`config.mk`:
```
export PLATFORM = sky130hd
export DESIGN_NAME = apple1_reset_ctrl
export DESIGN_NICKNAME = d
export VERILOG_FILES = /design/src/rtl/apple1_reset_ctrl.sv
export SDC_FILE = /design/constraint.sdc
export NUM_CORES = 1
export LEC_CHECK = 0
export BUFFER_PORTS_ARGS = -buffer_cell sky130_fd_sc_hd__buf_4
export CORE_MARGIN = 3
export CORE_UTILIZATION = 40
export CTS_BUF_LIST = sky130_fd_sc_hd__clkbuf_16
export DETAILED_ROUTE_END_ITERATION = 10
export GPL_TIMING_DRIVEN = 0
export HOLD_SLACK_MARGIN = 0.12
export SLEW_MARGIN = 0
export SYNTH_ARGS = -nofsm -noshare
export SYNTH_HDL_FRONTEND = slang
export SYNTH_SLANG_ARGS = --single-unit
export TNS_END_PERCENT = 100
```
`constraint.sdc`:
```
create_clock -name clk25 -period 1.9 [get_ports clk25]
set_clock_uncertainty 0.1 [all_clocks]
set_input_delay 0.095 -clock clk25 [delete_from_list [all_inputs] [get_ports clk25]]
set_output_delay 0.095 -clock clk25 [all_outputs]
set_load 0.05 [all_outputs]
```
`src/rtl/apple1_reset_ctrl.sv`:
```
// apple1_reset_ctrl
// Cleans up the two front-panel pushbuttons and sequences the apple1 reset:
// power-on reset after rst, button reset with a minimum low time, and a
// fixed-width clear-screen pulse per accepted clear-button press.
//
// Ports
//   clk25          in   system clock, all logic on the rising edge
//   rst            in   synchronous active-high reset
//   btn_reset_n    in   raw reset pushbutton, active-low, asynchronous, bouncing
//   btn_clr_n      in   raw clear-screen pushbutton, active-low, asynchronous, bouncing
//   rst_n          out  registered active-low reset to the apple1 system
//   clr_screen_btn out  registered active-high clear-screen request
//
// state          | meaning
// ST_POR         | power-on reset, rst_n low for POR_CYCLES
// ST_RUN         | system running, rst_n high
// ST_BTN_HOLD    | reset button held (accepted), rst_n low
// ST_BTN_STRETCH | button released, rst_n kept low for RST_MIN_CYCLES

module apple1_reset_ctrl #(
  parameter int DEBOUNCE_CYCLES  = 250000,
  parameter int POR_CYCLES       = 65536,
  parameter int RST_MIN_CYCLES   = 1024,
  parameter int CLR_PULSE_CYCLES = 16
) (
  input  logic clk25,
  input  logic rst,
  input  logic btn_reset_n,
  input  logic btn_clr_n,
  output logic rst_n,
  output logic clr_screen_btn
);

  localparam int MAX_AB = (DEBOUNCE_CYCLES > POR_CYCLES) ? DEBOUNCE_CYCLES : POR_CYCLES;
  localparam int MAX_CD = (RST_MIN_CYCLES > CLR_PULSE_CYCLES) ? RST_MIN_CYCLES : CLR_PULSE_CYCLES;
  localparam int MAXP   = (MAX_AB > MAX_CD) ? MAX_AB : MAX_CD;
  localparam int CW     = $clog2(MAXP + 1);

  localparam logic [CW-1:0] CNT_MAX  = {CW{1'b1}};
  localparam logic [CW-1:0] CNT_ONE  = CW'(1);
  localparam logic [CW-1:0] DB_LAST  = CW'(DEBOUNCE_CYCLES - 1);
  localparam logic [CW-1:0] POR_LAST = CW'(POR_CYCLES - 1);
  localparam logic [CW-1:0] RST_LAST = CW'(RST_MIN_CYCLES - 1);
  localparam logic [CW-1:0] CLR_LAST = CW'(CLR_PULSE_CYCLES - 1);

  typedef enum logic [1:0] {
    ST_POR,
    ST_RUN,
    ST_BTN_HOLD,
    ST_BTN_STRETCH
  } state_t;

  // Index 0 = reset button, index 1 = clear button; level 1 = released.
  logic [1:0]    sync1_q, sync1_d;
  logic [1:0]    sync2_q, sync2_d;
  logic [1:0]    acc_q, acc_d;
  logic [CW-1:0] db_cnt_q [2];
  logic [CW-1:0] db_cnt_d [2];

  state_t        state_q, state_d;
  logic [CW-1:0] fsm_cnt_q, fsm_cnt_d;
  logic          rst_n_q, rst_n_d;

  logic          clr_prev_q, clr_prev_d;
  logic          pulse_q, pulse_d;
  logic [CW-1:0] pulse_cnt_q, pulse_cnt_d;
  logic          clr_edge;

  // Synchronizers and debouncers
  always_comb begin
    sync1_d = {btn_clr_n, btn_reset_n};
    sync2_d = sync1_q;
    for (int i = 0; i < 2; i++) begin
      acc_d[i]    = acc_q[i];
      db_cnt_d[i] = '0;
      if (sync2_q[i] != acc_q[i]) begin
        if (db_cnt_q[i] == DB_LAST) begin
          acc_d[i] = sync2_q[i];
        end else if (db_cnt_q[i] != CNT_MAX) begin
          db_cnt_d[i] = db_cnt_q[i] + CNT_ONE;
        end else begin
          db_cnt_d[i] = db_cnt_q[i];
        end
      end
    end
  end

  // Control FSM; one shared counter serves both POR and stretch timing
  always_comb begin
    state_d   = state_q;
    fsm_cnt_d = '0;
    unique case (state_q)
      ST_POR: begin
        if (fsm_cnt_q == POR_LAST) begin
          state_d = ST_RUN;
        end else if (fsm_cnt_q != CNT_MAX) begin
          fsm_cnt_d = fsm_cnt_q + CNT_ONE;
        end else begin
          fsm_cnt_d = fsm_cnt_q;
        end
      end
      ST_RUN: begin
        if (!acc_q[0]) state_d = ST_BTN_HOLD;
      end
      ST_BTN_HOLD: begin
        if (acc_q[0]) state_d = ST_BTN_STRETCH;
      end
      ST_BTN_STRETCH: begin
        if (!acc_q[0]) begin
          state_d = ST_BTN_HOLD;
        end else if (fsm_cnt_q == RST_LAST) begin
          state_d = ST_RUN;
        end else if (fsm_cnt_q != CNT_MAX) begin
          fsm_cnt_d = fsm_cnt_q + CNT_ONE;
        end else begin
          fsm_cnt_d = fsm_cnt_q;
        end
      end
      default: state_d = ST_POR;
    endcase
    rst_n_d = (state_d == ST_RUN);
  end

  // Clear-screen pulse. Gating on rst_n_d keeps the pulse aligned with the
  // registered rst_n and lets a simultaneous reset press swallow the edge.
  assign clr_edge = clr_prev_q & ~acc_q[1];

  always_comb begin
    clr_prev_d  = acc_q[1];
    pulse_d     = pulse_q;
    pulse_cnt_d = pulse_cnt_q;
    if (!rst_n_d) begin
      pulse_d     = 1'b0;
      pulse_cnt_d = '0;
    end else if (clr_edge) begin
      pulse_d     = 1'b1;
      pulse_cnt_d = '0;
    end else if (pulse_q) begin
      if (pulse_cnt_q == CLR_LAST) begin
        pulse_d     = 1'b0;
        pulse_cnt_d = '0;
      end else if (pulse_cnt_q != CNT_MAX) begin
        pulse_cnt_d = pulse_cnt_q + CNT_ONE;
      end
    end
  end

  always_ff @(posedge clk25) begin
    if (rst) begin
      sync1_q     <= 2'b11;
      sync2_q     <= 2'b11;
      acc_q       <= 2'b11;
      db_cnt_q[0] <= '0;
      db_cnt_q[1] <= '0;
      state_q     <= ST_POR;
      fsm_cnt_q   <= '0;
      rst_n_q     <= 1'b0;
      clr_prev_q  <= 1'b1;
      pulse_q     <= 1'b0;
      pulse_cnt_q <= '0;
    end else begin
      sync1_q     <= sync1_d;
      sync2_q     <= sync2_d;
      acc_q       <= acc_d;
      db_cnt_q[0] <= db_cnt_d[0];
      db_cnt_q[1] <= db_cnt_d[1];
      state_q     <= state_d;
      fsm_cnt_q   <= fsm_cnt_d;
      rst_n_q     <= rst_n_d;
      clr_prev_q  <= clr_prev_d;
      pulse_q     <= pulse_d;
      pulse_cnt_q <= pulse_cnt_d;
    end
  end

  assign rst_n          = rst_n_q;
  assign clr_screen_btn = pulse_q;

endmodule
```
# == After elaboration in Yosys (flattened, before gate mapping) ==
# Memories as Yosys holds them, arrays and structs flattened.
# Cells that the tools add are included.
# Widths: inputs -> output; s select.
# word_totals
mem_bits_rw,36
reg_bits,47
out_inout_bits,2
memories,1
# memory_table
name,words,width,rd,rd_ports_with_merged_regs,wr,line_no,rtl
db_cnt_q,2,18,2,0,2,57,logic [CW-1:0] db_cnt_q [2];
# op_classes
bitwise,5
mux,27
eq_ne,15
addsub,4
reduce_logical,7
# op_table
operator,count
$mux 18,14
$add 18x1->18 const B,4
$ne 18x18->1 const B,4
$eq 18x18->1 const B,2
$pmux 18 s2,1
$eq 18x10->1 const B,1
$eq 18x16->1 const B,1
$eq 18x4->1 const B,1
$mux 2,5
$pmux 2 s4,1
$mux 1,6
$reduce_and 2->1,3
$eq 2x1->1 const B,2
$eq 2x2->1 const B,2
$reduce_or 3->1,1
$logic_not 2->1,1
$ne 1x1->1,2
$not 1->1,2
$or 1x1->1,2
$reduce_bool 2->1,1
$reduce_or 2->1,1
$and 1x1->1,1

# == Logic depth before layout (Yosys ltp) ==
# Gate-level depths: netlist of the first run.
# logic_depth
depth_word,7
ltp_mapped,9

# == Least setup slack after synthesis of the first run ==
# No wires, ideal clock.
# synth_path
path_type,reg-to-reg
from,register fsm_cnt_q[0]
to,register pulse_cnt_q[4]
required_time_ns,1.712
stages_incl_launch_ff,8
t_arrival_ns,1.796
n_path_buf,0
setup_time_ns,0.088
setup_slack_ns,-0.084
cell_sequence,dfxtp_1 -> ha_1 -> nand3_1 -> nor3_4 -> nand3_2 -> a32oi_2 -> nand3_4 -> nor4_2
# synth_via
elab_chain_len,7
elab_cells_between_ends,9
cone_classes,eq/ne (3); mux (4); bitwise (1); reduce/logical (1)
# synth_lines
element,line_no,rtl
start: declaration,61,"logic [CW-1:0] fsm_cnt_q, fsm_cnt_d;"
start signal: assignment,168,fsm_cnt_q <= fsm_cnt_d;
$eq 18x10->1,111,end else if (fsm_cnt_q == RST_LAST) begin
$mux 2,111,
$mux 2,109,if (!acc_q[0]) begin
$pmux 2 s4 (*),92,unique case (state_q)
$eq 2x1->1 (*),121,rst_n_d = (state_d == ST_RUN);
$not 1->1 (no source line) (*),--,
$reduce_or 3->1 (no source line) (*),--,
end signal: assignment,172,pulse_cnt_q <= pulse_cnt_d;
end: declaration,66,"logic [CW-1:0] pulse_cnt_q, pulse_cnt_d;"
# Mark *: on every way between the ends. The rest lies on a longest branch, timed or not.
# A chain may end at the register's enable or synchronous reset.

# == Worst setup path in the final report of the first run ==
# layout_path
from,register fsm_cnt_q[0]
to,register fsm_cnt_q[6]
# layout_via
elab_chain_len,5
elab_cells_between_ends,9
cone_classes,add/sub (1); eq/ne (3); mux (5)
# layout_lines
element,line_no
$add 18x1->18 / $ne 18x18->1 (equally long branches),--
$mux 18,"96, 113"
$mux 18,111
$mux 18,109
$pmux 18 s2 (*),92
# Marks and branches as above.

==> summary.md, run 1 <==
| Metric | Value |
|---|---|
| Antenna Nets Post-Route | 0 |
| Maximum clock frequency | 496 MHz |
| Maximum capacitance violations | 0 |
| Die area | 11300 um2 |
| Final Cycle Share | 1.06 |
| Final Wtd Congestion | 0.846 |
| Total track usage | 0.148 |
| H-tree depth | 3 |
| # setup viols final | 27 |
| Outcome | finished with violations |
| DIE HEIGHT | 106 um |
| I/O pin total | 6 |
| Slew headroom | 0.724 |
| Worst Setup Path Type | reg2reg |
| Worst Path Required | 2010 ps |
| Endpoint class of the critical path | register |
| Routing usage on met1 | 0.187 |
| CP Launch Type | register |
| Clock slew at reported path FFs | 60 ps |
| CTS tree | yes |
| Highest net fanout along the worst path | 6 |
| Global-route wire length before repair | 14000 um |
| Failing checks | setup timing |
| Largest net degree at the start of global routing | 14 |
| Cells after Synth | 463 |
| Clk root buf | clkbuf_16 |
| Flop and latch count out of synthesis | 83 |
| Input/output buffers | 5 |
| Chip width | 106 um |
| Most frequent cells in the layout | nor2_1 (58), dfxtp_1 (55), nand2_1 (32) |
| Pre-CTS setup slack | -380 ps |
| Routed wire per std cell | 12.9 um |
| Worst-Skew Late Latency | 330 ps |
| Initial antenna violation count | 0 |
| Met2 Usage GRT | 0.250 |
| Final hold vios | 0 |
| Commonest non-fill, non-tap cell in the layout | nor2_1 |
| Starting Density | 0.423 |
| GRT Max-Usage Layer | met2 |
| Slew Limit Fails | 0 |
| Syn Area/Cell | 8.68 um2 |
| 1st-pass router iterations | 4 |
| Worst Reg-to-Reg Cells | 8 |
| Residual DRC | 0 |
| Routed vias/inst | 5.21 |
| HPWL Detailed | 5300 um |
| Hold Crit Depth | 4 |
| Layout cells sized above 1 | 0.315 |
| P_leak | 1.69 nW |
| Vias in the first global route | 3105 |
| Pwr dens | 727 nW/um2 |
| Post-synth net total | 475 |
| Yosys cell types | 59 |
| CTS max path bufs | 2 |
| Final worst setup slack | -116 ps |
| Num CTS Buffers | 9 |
| Post-synth EDFFs | 0 |
| Diode count | 0 |
| Critical Path AT | 2130 ps |
| Period minus WS final | 2020 ps |
| Mapped cell area | 4020 um2 |
| Maximum VDD drop | 485 uV |
| Seq/Total Area, Yosys | 0.413 |
| Worst hold margin | 147 ps |
| Clock Sinks | 83 |
| Area Overhead vs Synth | 27.9% |
| Final Net Count | 513 |
| Synth Warn # | 0 |
| DRT iter0 DRCs | 76 |
| Fill cells | 878 |
| Final WL | 8160 um |
| Synth Flop Type | dfxtp_1 |
| Min-Delay Path Class | in2reg |
| Grt met3 use | 0.0328 |
| FP Rows | 35 |
| Via count | 3303 |
| Post-synth ARST share | 0 |
| Worst-Margin Slew | 411 ps |
| Core area | 9500 um2 |
| RSZ-0062 raised after global routing | yes |
| Remaining Overflow, GRT | 0 |
synth_stat cells (3+ instances only):
cell,n,share of area
nand2b_1,3,0.0047
ha_1,8,0.025
o21ai_0,6,0.0075
dfxtp_1,83,0.41
nor2b_1,3,0.0047
inv_1,7,0.0065
and2_1,3,0.0047
nor3_1,19,0.024
nand3_1,29,0.036
a31oi_1,4,0.0062
clkbuf_1,3,0.0028
nand2_1,33,0.031
and4_1,8,0.017
or2_2,5,0.0078
or3_1,5,0.0078
nor4_1,6,0.0093
buf_2,5,0.0062
nor2_1,72,0.067
nand4_1,20,0.031
and3_1,14,0.022
nor4b_1,3,0.0065
nor3b_1,3,0.0056
a21oi_1,18,0.022
xor2_1,26,0.057
nor2_2,10,0.016
xnor2_1,27,0.059
sequential cells by signal, summed over array words and instances (netlist names), 2 cells and up:
register     cells
sync1_q          2
db_cnt_q        36
sync2_q          2
pulse_cnt_q     18
fsm_cnt_q       18
state_q          2
acc_q            2
layout make-up:
cell class,instances,area [um2],share of cell area
clock buffers,9,225,0.0438
multi-input cells,362,2620,0.509
clock inverters,6,57.6,0.0112
inverters,7,26.3,0.00511
repair buffers,29,259,0.0504
plain buffers,9,87.6,0.0170
well taps,129,161,0.0314
flip-flops and latches,83,1710,0.332
power breakdown:
part	total, mW	switching (mW)	internal (mW)
Clock	1.67	0.668	1.00
Sequential	1.81	0.0318	1.77
Combinational	0.260	0.135	0.125
repair_timing:
| item | in CTS | in global routing |
|---|---|---|
| endpoints found under the setup margin | 65 | 68 |
| hold buffers | 2 | 0 |
| gates cloned | 0 | 1 |
| buffers inserted | 10 | 11 |
| resized for setup | 33 | 85 |
| endpoints found under the hold margin | 2 | 0 |
| pin swaps | 12 | 23 |
worst paths after layout:
kind	from	endpoint	slack, ps
worst max register to register	fsm_cnt_q[0]	fsm_cnt_q[6]	-120
worst min-delay path	rst	db_cnt_q[0][4]	150
worst max-delay path	fsm_cnt_q[0]	fsm_cnt_q[6]	-120
worst min register to register	sync1_q[0]	sync2_q[0]	310
cells by family (layout without fill, tap and decap cells):
family | count (synthesis) | after routing | synth area share
and+or+nand+nor | 251 | 251 | 0.336
DFF | 83 | 83 | 0.413
xor gates and xnor gates | 53 | 53 | 0.116
AOI/OAI and AO/OA | 48 | 48 | 0.0831
buffers and inverters | 18 | 60 | 0.0221
adders and majority gates | 8 | 8 | 0.0249
muxes | 2 | 2 | 0.00498
worst max-delay path: stages, from the launching register on:
cell     delay (ps)
dfxtp_4         370
ha_4            150
nand3_4          90
buf_4           150
or3_4           450
o21ai_2         210
nor2_1           70
xnor2_1         240
nor2_4           60
metrics by stage:
stage | TNS [ps] | std cells | cell area (um2) | total power, mW | utilization
6_report | -1070 | 634 | 5140 | 3.73 | 0.541
5_1_grt | -4920 | 634 | 5140 | 3.89 | 0.541
4_1_cts | -1000 | 623 | 4740 | 3.72 | 0.499
3_5_place_dp | -11770 | 597 | 4240 | 2.01 | 0.446
3_3_place_gp | -10070 | 597 | 4240 | 2.00 | 0.446
2_1_floorplan | 0 | 463 | 4040 | 1.96 | -
metal layers:
metal,up-vias,part of all wire
li1,1706,-
met1,1557,0.48
met2,30,0.48
met3,10,0.024
met4,0,0.013
met5,-,0
Power figures use the tool's default switching activity.
==> run 2, diff against run 1 <==
--- a/config.mk
+++ b/config.mk
@@ -12,6 +12,7 @@
 export DETAILED_ROUTE_END_ITERATION = 10
 export GPL_TIMING_DRIVEN = 0
 export HOLD_SLACK_MARGIN = 0.12
+export PLACE_DENSITY_LB_ADDON = 0.25
 export SLEW_MARGIN = 0
 export SYNTH_ARGS = -nofsm -noshare
 export SYNTH_HDL_FRONTEND = slang
==> summary.md, run 2 (same netlist as run 1, synthesis figures left out) <==
| Metric | Value |
|---|---|
| I/O pin total | 6 (unchanged) |
| Int Pwr | 2.77 mW (-4.4%) |
| Final hold vios | 0 (unchanged) |
| Initial antenna violation count | 0 (unchanged) |
| CP Launch Type | register |
| Crit path buf inv count | 1 (unchanged) |
| Hold Crit Depth | 4 (unchanged) |
| Worst-Margin Slew | 409 ps (-1.54 ps) |
| Antenna Nets Post-Route | 0 (unchanged) |
| Outcome | finished with violations |
| Worst Setup Path Type | reg2reg |
| Max reg flops | 36 (unchanged) |
| Vias in the first global route | 3161 (+1.8%) |
| Starting Density | 0.423 (unchanged) |
| CTS max path bufs | 2 (unchanged) |
| RSZ-0062 raised after global routing | yes |
| Highest net fanout along the worst path | 7 (+1) |
| Slew headroom | 0.727 (+0.00313) |
| Diode count | 0 (unchanged) |
| Maximum clock frequency | 506 MHz (+1.9%) |
| Remaining Overflow, GRT | 0 (unchanged) |
| Combinational power share | 0.072 (+0.002) |
| Worst-path cell chain | ha_4 -> nand3_4 -> nor3_4 -> buf_6 -> nand4_1 -> a32oi_4 -> nand3_4 -> a311oi_1 |
| DRT iter0 DRCs | 97 (+28%) |
| Via count | 3298 (-0.15%) |
| Input/output buffers | 5 (unchanged) |
| Period minus WS final | 1980 ps (-38.2 ps) |
| Total track usage | 0.145 (-0.00269) |
| Sw Share | 0.230 (+0.00671) |
| P_leak | 1.70 nW (+0.42%) |
| Commonest non-fill, non-tap cell in the layout | nor2_1 |
| Final worst setup slack | -77.4 ps (+38.2 ps) |
| Pwr dens | 723 nW/um2 (-0.55%) |
| Top cell by count, worst path | nand3_4 |
| CTS tree | yes |
| HPWL Detailed | 5260 um (-0.78%) |
| Global-route wire length before repair | 13800 um (-1.0%) |
| Maximum capacitance violations | 0 (unchanged) |
| Final Wtd Congestion | 0.858 (+1.5%) |
| Critical Path AT | 2110 ps (-20 ps) |
| Clk root buf | clkbuf_16 |
| FP Rows | 35 (unchanged) |
| Final WL | 7900 um (-3.2%) |
| Maximum VDD drop | 426 uV (-12%) |
| Final Cycle Share | 1.04 (-0.0201) |
| Power share of the clock group | 0.427 (-0.020) |
| Chip width | 106 um (unchanged) |
| Switch Pwr | 0.830 mW (-0.64%) |
| Non-Filler Instances | 640 (+0.95%) |
| Sequential share of power | 0.501 (+0.018) |
| Final Net Count | 518 (+0.97%) |
| Routed vias/inst | 5.15 (-1.1%) |
| Num CTS Buffers | 9 (unchanged) |
| Slew Limit Fails | 0 (unchanged) |
| Failing checks | setup timing |
| H-tree depth | 3 (unchanged) |
| Worst-Skew Late Latency | 330 ps (about the same) |
| Die area | 11300 um2 (unchanged) |
| # setup viols final | 28 (+3.7%) |
| Clock Sinks | 83 (unchanged) |
| Most frequent cells in the layout | nor2_1 (69), dfxtp_1 (64), nand2_1 (32) |
| Biggest regs | db_cnt_q: 36 flops, fsm_cnt_q: 18 flops, pulse_cnt_q: 18 flops |
| Crit-path slowest cell | dfxtp_4 |
| Largest net degree at the start of global routing | 14 (unchanged) |
| Clock slew at reported path FFs | 60 ps (about the same) |
| Routed wire per std cell | 12.3 um (-4.1%) |
| Setup TNS | -1160 ps (-90.0 ps) |
| Endpoint class of the critical path | register |
| WP depth | 8 (unchanged) |
| Worst Reg-to-Reg Cells | 8 (unchanged) |
| Worst Path Required | 2030 ps (+20 ps) |
| # placed instances | 597 (unchanged) |
| Core area | 9500 um2 (unchanged) |
| 1st-pass router iterations | 4 (unchanged) |
| Residual DRC | 0 (unchanged) |
| Min-Delay Path Class | in2reg |
| Crit path largest cell delay | 370 ps (-80 ps) |
| DIE HEIGHT | 106 um (unchanged) |
| Worst hold margin | 145 ps (-2.14 ps) |
| Layout cells sized above 1 | 0.268 (-0.0467) |
| Area Overhead vs Synth | 24.0% |
| Critical path's top delay family | simple AND/OR/NAND/NOR gates |
| Largest Register | db_cnt_q |
## run 2: stage by stage
step	util	setup WS, ps	total power, mW	cell area (um2)
finish	0.525	-77.4	3.60	4980
global route	0.525	-211	3.77	4980
CTS	0.503	-49.7	3.62	4780
detailed placement	0.446	-301	2.01	4240
global placement	0.446	-260	2.00	4240
floorplan	-	19.7	1.96	4040
## run 2: routing by layer
layer  GRT usage  part of all wire  up-vias
li1            -                 -     1723
met4      0.0490             0.012        0
met2       0.230              0.46       26
met3      0.0310             0.020        6
met1       0.195              0.50     1543
met5           0                 0        -
## run 2: final cells by class
type	count	area, um2
plain buffers	10	87.6
clock buffers	9	225
clock inverters	7	37.5
fillers	866	4520
inverters	7	26.3
multi-input cells	362	2500
flip-flops and latches	83	1690
well taps	129	161
repair buffers	33	260
## run 2: what timing repair did
item | CTS | global route
hold buffers | 2 | 0
pin swaps | 15 | 14
setup endpoints to repair | 64 | 63
resized for setup | 42 | 36
cloned | 1 | 0
endpoints found under the hold margin | 2 | 0
setup buffers | 13 | 12
## run 2: power groups by stage
stage / Sequential, mW / Clock, mW / Combinational [mW]
after floorplan: 1.84 / 0 / 0.121
after global placement: 1.84 / 0 / 0.166
after detailed placement: 1.84 / 0 / 0.169
after CTS: 1.80 / 1.59 / 0.230
after global routing: 1.81 / 1.67 / 0.292
final: 1.80 / 1.54 / 0.261
## run 2: worst register-to-register path, delay by kind of cell (launching register included)
kind / cells / cell delay (ps)
buf+inv: 1 / 130
simple gates: 4 / 620
flops: 1 / 370
compound gates: 2 / 540
fa+ha+maj: 1 / 140
## run 2: final timing paths
check                             startpoint              end  slack, ps
worst min register to register    sync1_q[1]       sync2_q[1]        310
worst min-delay path                     rst  db_cnt_q[0][17]        140
worst max register to register  fsm_cnt_q[1]   pulse_cnt_q[3]        -80
worst max-delay path            fsm_cnt_q[1]   pulse_cnt_q[3]        -80
